===== config.mk =====
export PLATFORM = sky130hd
export DESIGN_NAME = app_remul_seq_flat
export DESIGN_NICKNAME = d
export VERILOG_FILES = /design/src/rtl/app_remul_seq_if.sv /design/src/rtl/app_remul_seq.sv /design/src/flat_wrapper.sv
export SDC_FILE = /design/constraint.sdc
export NUM_CORES = 1
export LEC_CHECK = 0
export BUFFER_PORTS_ARGS = -buffer_cell sky130_fd_sc_hd__buf_2
export CAP_MARGIN = 0
export CORE_ASPECT_RATIO = 0.75
export CORE_MARGIN = 5
export CORE_UTILIZATION = 56
export CTS_CLUSTER_SIZE = 24
export DETAILED_ROUTE_END_ITERATION = 12
export PLACE_DENSITY = 0.85
export SKIP_CTS_REPAIR_TIMING = 1
export SLEW_MARGIN = 20
export SYNTH_ARGS = -nofsm -noshare
export SYNTH_HDL_FRONTEND = slang
export SYNTH_SLANG_ARGS = --single-unit

===== constraint.sdc =====
create_clock -name clk -period 7.95 [get_ports clk]
set_input_delay 0 -clock clk [delete_from_list [all_inputs] [get_ports clk]]
set_output_delay 0 -clock clk [all_outputs]
set_load 0.03 [all_outputs]

===== src/rtl/app_remul_seq_if.sv =====
// Handshake and data bundle for app_remul_seq.
// master: the producer/consumer side; slave: the multiply-accumulate block.
interface app_remul_seq_if #(
  parameter int unsigned WIDTH = 8
);
  logic               in_valid;
  logic               in_ready;
  logic [WIDTH-1:0]   q_in;
  logic [WIDTH-1:0]   y_in;
  logic [WIDTH-1:0]   r_in;
  logic               out_valid;
  logic               out_ready;
  logic [2*WIDTH-1:0] x_out;
  logic               busy;

  modport master (
    output in_valid, q_in, y_in, r_in, out_ready,
    input  in_ready, out_valid, x_out, busy
  );

  modport slave (
    input  in_valid, q_in, y_in, r_in, out_ready,
    output in_ready, out_valid, x_out, busy
  );
endinterface


===== src/rtl/app_remul_seq.sv =====
// app_remul_seq: rebuilds a dividend x_out = q*y + r with a radix-2 shift-add loop.
// The accumulate adder uses approximate cells in its APPROX_BITS low columns so the
// reconstruction error tracks the approximate divider it closes the loop on.
// Optional feature: define APP_REMUL_EARLY_TERM_EN to stop RUN once no quotient bits remain.
module app_remul_seq #(
  parameter int unsigned WIDTH       = 8,
  parameter int unsigned APPROX_BITS = 2
) (
  input  logic           clk,
  input  logic           rst,
  app_remul_seq_if.slave bus
);

  localparam int unsigned XW = 2 * WIDTH;
  localparam int unsigned CW = $clog2(WIDTH + 1);

  // Column k of the adder is approximate when ApproxMask[k] is set.
  localparam logic [XW:0]   MaskFull   = ({{XW{1'b0}}, 1'b1} << APPROX_BITS) - {{XW{1'b0}}, 1'b1};
  localparam logic [XW-1:0] ApproxMask = MaskFull[XW-1:0];

  typedef enum logic [1:0] {StIdle, StRun, StDone} state_e;

  state_e         state_q, state_d;
  logic [XW-1:0]  acc_q, acc_d;
  logic [WIDTH-1:0] qreg_q, qreg_d;
  logic [WIDTH-1:0] yreg_q, yreg_d;
  logic [CW-1:0]  cnt_q, cnt_d;

  logic [XW-1:0]  addend;
  logic [XW-1:0]  sum;
  logic           q_bit;
  logic           last_step;

  assign addend = {{WIDTH{1'b0}}, yreg_q} << cnt_q;
  assign q_bit  = |(qreg_q & ({{(WIDTH-1){1'b0}}, 1'b1} << cnt_q));

`ifdef APP_REMUL_EARLY_TERM_EN
  // Finish once every remaining quotient bit is zero; skipped steps would add nothing.
  assign last_step = ((qreg_q >> (cnt_q + CW'(1))) == '0);
`else
  assign last_step = (cnt_q == CW'(WIDTH - 1));
`endif

  // Ripple adder: approximate cells in the low columns, exact cells above, MSB carry dropped.
  always_comb begin : p_add
    logic c;
    c   = 1'b0;
    sum = '0;
    for (int i = 0; i < int'(XW); i++) begin
      if (ApproxMask[i]) begin
        sum[i] = (acc_q[i] ^ addend[i]) | c;
        c      = (acc_q[i] & addend[i]) | c;
      end else begin
        sum[i] = acc_q[i] ^ addend[i] ^ c;
        c      = (acc_q[i] & addend[i]) | (acc_q[i] & c) | (addend[i] & c);
      end
    end
  end

  // Next-state and handshake outputs.
  always_comb begin
    state_d       = state_q;
    acc_d         = acc_q;
    qreg_d        = qreg_q;
    yreg_d        = yreg_q;
    cnt_d         = cnt_q;
    bus.in_ready  = 1'b0;
    bus.out_valid = 1'b0;
    bus.x_out     = '0;
    bus.busy      = 1'b0;
    unique case (state_q)
      StIdle: begin
        bus.in_ready = 1'b1;
        if (bus.in_valid) begin
          acc_d   = {{WIDTH{1'b0}}, bus.r_in};
          qreg_d  = bus.q_in;
          yreg_d  = bus.y_in;
          cnt_d   = '0;
          state_d = StRun;
        end
      end
      StRun: begin
        bus.busy = 1'b1;
        if (q_bit) begin
          acc_d = sum;
        end
        cnt_d = cnt_q + CW'(1);
        if (last_step) begin
          state_d = StDone;
        end
      end
      StDone: begin
        bus.busy      = 1'b1;
        bus.out_valid = 1'b1;
        bus.x_out     = acc_q;
        if (bus.out_ready) begin
          state_d = StIdle;
        end
      end
      default: state_d = StIdle;
    endcase
  end

  // State and datapath registers; reset aborts any transaction in flight.
  always_ff @(posedge clk or posedge rst) begin
    if (rst) begin
      state_q <= StIdle;
      acc_q   <= '0;
      qreg_q  <= '0;
      yreg_q  <= '0;
      cnt_q   <= '0;
    end else begin
      state_q <= state_d;
      acc_q   <= acc_d;
      qreg_q  <= qreg_d;
      yreg_q  <= yreg_d;
      cnt_q   <= cnt_d;
    end
  end

endmodule


===== src/flat_wrapper.sv =====
// flat-port wrapper written by rule: the top's interface ports become plain ports
module app_remul_seq_flat 
#(
  parameter int unsigned WIDTH       = 8,
  parameter int unsigned APPROX_BITS = 2
)
  (clk, rst, bus_in_valid, bus_q_in, bus_y_in, bus_r_in, bus_out_ready, bus_in_ready, bus_out_valid, bus_x_out, bus_busy);
  app_remul_seq_if #(.WIDTH(WIDTH)) bus_i ();
  input  logic clk;
  input  logic rst;
  input wire logic [$bits(bus_i.in_valid)-1:0] bus_in_valid;
  input wire logic [$bits(bus_i.q_in)-1:0] bus_q_in;
  input wire logic [$bits(bus_i.y_in)-1:0] bus_y_in;
  input wire logic [$bits(bus_i.r_in)-1:0] bus_r_in;
  input wire logic [$bits(bus_i.out_ready)-1:0] bus_out_ready;
  output wire logic [$bits(bus_i.in_ready)-1:0] bus_in_ready;
  output wire logic [$bits(bus_i.out_valid)-1:0] bus_out_valid;
  output wire logic [$bits(bus_i.x_out)-1:0] bus_x_out;
  output wire logic [$bits(bus_i.busy)-1:0] bus_busy;
  assign bus_i.in_valid = bus_in_valid;
  assign bus_i.q_in = bus_q_in;
  assign bus_i.y_in = bus_y_in;
  assign bus_i.r_in = bus_r_in;
  assign bus_i.out_ready = bus_out_ready;
  assign bus_in_ready = bus_i.in_ready;
  assign bus_out_valid = bus_i.out_valid;
  assign bus_x_out = bus_i.x_out;
  assign bus_busy = bus_i.busy;
  app_remul_seq #(.WIDTH(WIDTH), .APPROX_BITS(APPROX_BITS)) u_core (.clk(clk), .rst(rst), .bus(bus_i));
endmodule

# Word-level counts from Yosys, hierarchy flattened
# Cells that the tools add are included.
[word_totals]
regBits = 38
inputBits = 28
[classes]
add_sub_neg = 1
n_eq_ne = 7
shifts = 2
n_mux = 13
n_bitwise = 100
reduce_logical = 8
[ops]
columns = ["op", "count"]
rows = [
  ["two-way mux 16 bit", 3],
  ["AND 1 bit", 41],
  ["case mux 16 bit (2 select lines)", 1],
  ["bitwise XOR 1 bit", 30],
  ["OR 1 bit", 28],
  ["left shift 8 x 4 -> 16 bit", 1],
  ["AND 8 bit", 1],
  ["case mux 4 bit (2 select lines)", 1],
  ["OR reduction 8 bit", 1],
  ["left shift 1 x 4 -> 8 bit, first input constant", 1],
  ["two-way mux 2 bit", 3],
  ["case mux 2 bit (3 select lines)", 1],
  ["AND reduction 3 bit", 2],
  ["adder 4 x 1 -> 4 bit, second input constant", 1],
  ["equality test 4 x 3 -> 1 bit, second input constant", 1],
  ["two-way mux 4 bit", 1],
  ["!= test 2 x 1 -> 1 bit, second input constant", 2],
  ["!= test 2 bit, second input constant", 2],
  ["AND reduction 2 bit", 2],
  ["two-way mux 1 bit", 3],
  ["equality test 2 x 1 -> 1 bit, second input constant", 1],
  ["equality test 2 bit, second input constant", 1],
  ["logical NOT 2 bit", 1],
  ["nonzero test 2 bit", 1],
  ["OR reduction 2 bit", 1],
]

# Logic depth before layout (Yosys ltp)
[logic_depth]
ltp_word = 45
mapped_depth = 26

# Worst setup path after synthesis
# No wires, ideal clock.
[synth_timing]
path_kind = "flip-flop to flip-flop"
from = "reg u_core.cnt_q[0]"
to = "reg u_core.acc_q[14]"
arrival_time_ps = 6047
required_time_ps = 7872
path_slack_ps = 1826
stages_incl_launch_ff = 24
n_path_buf = 2
path_cell_list = "dfrtp_1 -> buf_2 -> buf_2 -> mux2i_1 -> nor4_1 -> ha_1 -> or2_2 -> fa_1 -> fa_1 -> fa_1 -> fa_1 -> fa_1 -> fa_1 -> inv_1 -> fa_1 -> fa_1 -> fa_1 -> inv_1 -> fa_1 -> inv_1 -> fa_1 -> fa_1 -> fa_1 -> o2bb2ai_1"
[synth_between]
elab_chain_len = 42
word_cells_on_any_way = 73
classes_between = "eq/ne (1); shift (2); mux (2); bitwise (66); reduce/logical (2)"
[synth_lines]
columns = ["item", "line", "source"]
rows = [
  ["start, declared", "app_remul_seq.sv:27", "logic [CW-1:0] cnt_q, cnt_d;"],
  ["start signal, assigned", "app_remul_seq.sv:117", "cnt_q <= cnt_d;"],
  ["left shift 8 x 4 -> 16 bit", "app_remul_seq.sv:34", "assign addend = {{WIDTH{1'b0}}, yreg_q} << cnt_q;"],
  ["AND 1 bit", "app_remul_seq.sv:52", "c = (acc_q[i] & addend[i]) | c;"],
  ["OR 1 bit", "app_remul_seq.sv:52", ""],
  ["AND 1 bit", "app_remul_seq.sv:55", "c = (acc_q[i] & addend[i]) | (acc_q[i] & c) | (addend[i] & c);"],
  ["OR 1 bit (2 in series)", "app_remul_seq.sv:55", ""],
  ["AND 1 bit", "app_remul_seq.sv:55", ""],
  ["OR 1 bit (2 in series)", "app_remul_seq.sv:55", ""],
  ["AND 1 bit", "app_remul_seq.sv:55", ""],
  ["[21 not listed]", "n/a", ""],
  ["OR 1 bit (2 in series)", "app_remul_seq.sv:55", ""],
  ["AND 1 bit", "app_remul_seq.sv:55", ""],
  ["OR 1 bit (2 in series)", "app_remul_seq.sv:55", ""],
  ["AND 1 bit", "app_remul_seq.sv:55", ""],
  ["OR 1 bit (2 in series)", "app_remul_seq.sv:55", ""],
  ["bitwise XOR 1 bit", "app_remul_seq.sv:54", "sum[i] = acc_q[i] ^ addend[i] ^ c;"],
  ["two-way mux 16 bit", "app_remul_seq.sv:84", "if (q_bit) begin"],
  ["case mux 16 bit (2 select lines)", "app_remul_seq.sv:71", "unique case (state_q)"],
  ["end signal, assigned", "app_remul_seq.sv:108", "acc_q <= '0;"],
  ["end signal, assigned", "app_remul_seq.sv:114", "acc_q <= acc_d;"],
  ["end, declared", "app_remul_seq.sv:24", "logic [XW-1:0] acc_q, acc_d;"],
]
# Parallel ways exist; a longest one is shown, timed or not. The select of a mux whose other input is x is not followed.
# A chain may end at the register's enable or synchronous reset.

# Worst setup path in the final report
[layout_timing]
from = "reg u_core.cnt_q[1]"
to = "reg u_core.acc_q[14]"
# The elaborated chain is that of the path after synthesis.

==> key figures <==
Run status
  • Status: complete, no violations

STA
  • Fin. Hold Viols: 0
  • Slew headroom: 0.3350
  • Period Utilization, post-route: 0.8282
  • Worst-Margin Slew: 0.9951 ns
  • Minimum hold slack: roughly 0.037 ns
  • Fin. max-slew vios: 0
  • Minimum clock period: ~6.6 ns
  • RSZ-0062 raised after global routing: false
  • Setup TNS: 0 ns
  • Final setup fails: 0
  • Fin worst setup slack: 1.366 ns
  • Setup Skew: just over 0.005 ns
  • Max Freq: 0.1519 GHz

Clocking
  • TritonCTS Buffers: 5
  • CTS clk-pin slew, worst paths: 0.08 ns
  • CTS Root Cell: clkbuf_8
  • Deepest clock path buffer count: 2
  • CTS tree: built
  • Clk Latency, worst-skew pair: just under 0.3 ns
  • # clock sinks: 38
  • H-tree levels: 2

Place
  • Placed wire-length estimate: 4311 um
  • GPL Wtd Cong: a little under 0.9
  • Pre-CTS WS: about 1.4 ns
  • IO buf count: 46
  • Cells after DPL: between 300 and 400

Detailed routing
  • Routed wire length: a little under 6000 um
  • DRC viols: 0
  • Vias per cell: around 5.6
  • Antenna viol nets, final: 0
  • WL/cell: 15.83 um
  • Pre-antenna DRT Iters: 4
  • Initial DRC count: roughly 170
  • Vias after detailed routing: 2107

Floorplan
  • Die Area: between 6000 and 7000 um^2
  • Die H: between 60 and 70 um
  • Die X: a little under 90 um
  • Initial core utilization: 0.5762
  • I/O pin cnt: between 40 and 50
  • Core outline area: 4467 um^2
  • # rows: 21

Critical path
  • R2R Path Start: u_core.cnt_q[1]
  • Worst path slowest cell: dfrtp_1
  • Critical path capture point type: flop
  • Cell Chain, Critical Path: inv_1, nand3_1, nor3_1, ha_1, or2_2, fa_1, fa_1, fa_1, fa_1, fa_1, fa_1, inv_1, fa_1, fa_1, fa_1, inv_1, fa_1, inv_1, fa_1, fa_1, fa_1, o2bb2ai_1
  • CP dominant cell by count: fa_1
  • FF-to-FF End: u_core.acc_q[14]
  • Crit path buffers/inverters: 4
  • Cell family with most CP delay: adder cells
  • Arr. time, crit path: around 7 ns
  • Max FO, Critical Path: 17
  • Critical Path Max Stage Delay: slightly below 0.7 ns
  • Req. time, crit path: between 8 and 9 ns
  • Critical path class: flop to flop
  • R2r worst-path depth: 22
  • Startpoint types: flop
  • Setup slack, reg-to-reg: around 1.4 ns

Final layout
  • Final Util: 0.6922
  • Diode count: 0
  • Fillcell total: 357
  • Final net count: about 370
  • Area Growth Syn to Fin: 20.13%
  • Area occupied by registers: between 900 and 1000 um^2
  • Layout cell share with drive strength beyond 1: 0.2704
  • Area occupied by multi-input gates: between 1000 and 1500 um^2
  • Final cell count without fillers: 375

Global routing
  • Largest net degree at the start of global routing: 39
  • M2 GR Usage: 0.3256
  • Busiest grt layer: met2
  • First-pass GRT wire length: ~9500 um
  • Met3 usage: 0.04157
  • Grt total ovfl: 0
  • Vias in the first global route: between 2000 and 2500
  • GRT Total Usage: 0.2029
  • Initial antenna violation count: 0
  • Grt met1 use: 0.2846

Yosys
  • Yosys warns: 0
  • Share of the synthesized area in the top cell type: 0.3695
  • Yosys reg bits: 38
  • Synthesized Nets: around 310
  • Largest area contributor in the netlist: dfrtp_1
  • Post-Syn Instances: 260
  • Synth area leaders: dfrtp_1, fa_1, mux2_2
  • Async S/R FF share, synth: 1.000
  • Sequential fraction of the synthesis area: 0.3695
  • Ys flop type: dfrtp_1
  • Distinct cells, synth: 42
  • Post-synth EDFFs: 0
  • Synth Cell Area: approximately 2600 um^2
  • Avg Inst Size Synth: between 9 and 10 um^2

Power
  • Pwr dens: between 400 and 500 nW/um^2
  • Maximum VDD drop: around 0.30 mV
  • Lkg Pwr: 1.447 nW

Hold path
  • WHS Endpoint: u_core.acc_q[7]
  • Cell depth of the worst hold path: 3
  • Hold/Removal Path Class: input port to flop
  • Min-delay src: bus_r_in[7]

Flow run
  • MaxCap Viol Count: 0
==> layer usage <==
layer	part of all wire	vias to the layer above
met5	0	-
met4	0.0051	0
met3	0.070	5
met2	0.46	75
met1	0.46	1017
li1	-	1010
==> worst max path at each step <==
stage / from / end / depth (start not counted)
6_report: u_core.cnt_q[1] / u_core.acc_q[14] / 22
4_1_cts: u_core.cnt_q[1] / u_core.acc_q[14] / 22
5_1_grt: u_core.cnt_q[0] / u_core.acc_q[14] / 22
3_3_place_gp: u_core.cnt_q[0] / u_core.acc_q[14] / 21
3_5_place_dp: u_core.cnt_q[1] / u_core.acc_q[14] / 22
2_1_floorplan: u_core.cnt_q[0] / u_core.acc_q[14] / 23
==> placed cells by master (no fill, tap or decap), types with 10 or more instances in the layout <==
master,count
fa_1,13
a21oi_1,10
dlygate4sd3_1,17
inv_1,25
buf_2,46
ha_1,11
nor3_1,10
nor2_1,39
dfrtp_1,38
nand2_1,11
mux2_2,22
==> Yosys cell counts, types with 2 or more instances <==
cell / n
buf_2: 5
nand2_1: 11
dfrtp_1: 38
o21ai_0: 8
fa_1: 13
a22oi_1: 3
o2bb2ai_1: 6
mux2_2: 22
a221oi_2: 2
nor3_1: 10
a32oi_1: 2
a21oi_1: 10
o22ai_1: 2
inv_1: 25
ha_1: 11
a22o_1: 3
mux2i_1: 5
a2bb2oi_1: 2
nand3_1: 5
and2_1: 3
nor2_1: 39
buf_6: 2
clkbuf_1: 8
and3_1: 3
a221oi_1: 5
==> registers in the layout (all words and copies together) (netlist names) <==
name            count
u_core.acc_q       16
u_core.qreg_q       8
u_core.yreg_q       8
u_core.cnt_q        4
u_core.state_q      2
==> cells by family after synthesis <==
logic type                 share of synthesized area
and+or+nand+nor                               0.1371
AOI/OAI and AO/OA                             0.1463
buffers and inverters                        0.06806
DFF                                           0.3695
muxes                                         0.1245
adders and majority gates                     0.1546
==> where the power goes <==
part | internal (mW) | switching (mW)
Sequential | 0.281 | 0.103
Clock | 0.0924 | 0.0710
Combinational | 0.358 | 0.463
Total | 0.731 | 0.637
==> worst register-to-register path, delay by kind of cell, from the launching register on <==
family / cells / cell delay (ns)
and+or+nand+nor: 3 / 0.59
AOI/OAI and AO/OA: 1 / 0.13
DFF: 1 / 0.68
adders and majority gates: 14 / 4.60
buffers and inverters: 4 / 0.51
==> cell type report <==
type | count | share of cell area
Clock buffer | 5 | 0.02226
Clock inverter | 3 | 0.01295
Inverter | 26 | 0.03157
Multi-Input combinational cell | 181 | 0.4682
Sequential cell | 38 | 0.3076
Tap cell | 57 | 0.02307
Timing Repair Buffer | 65 | 0.1344
==> through the flow <==
stage          instance area [um^2]  power [mW]
2_1_floorplan                  2574       1.027
3_3_place_gp                   2813       1.167
3_5_place_dp                   2813       1.198
4_1_cts                        2922       1.365
5_1_grt                        3092       1.504
6_report                       3092       1.368
No activity file was read; power rests on OpenSTA's default activity.
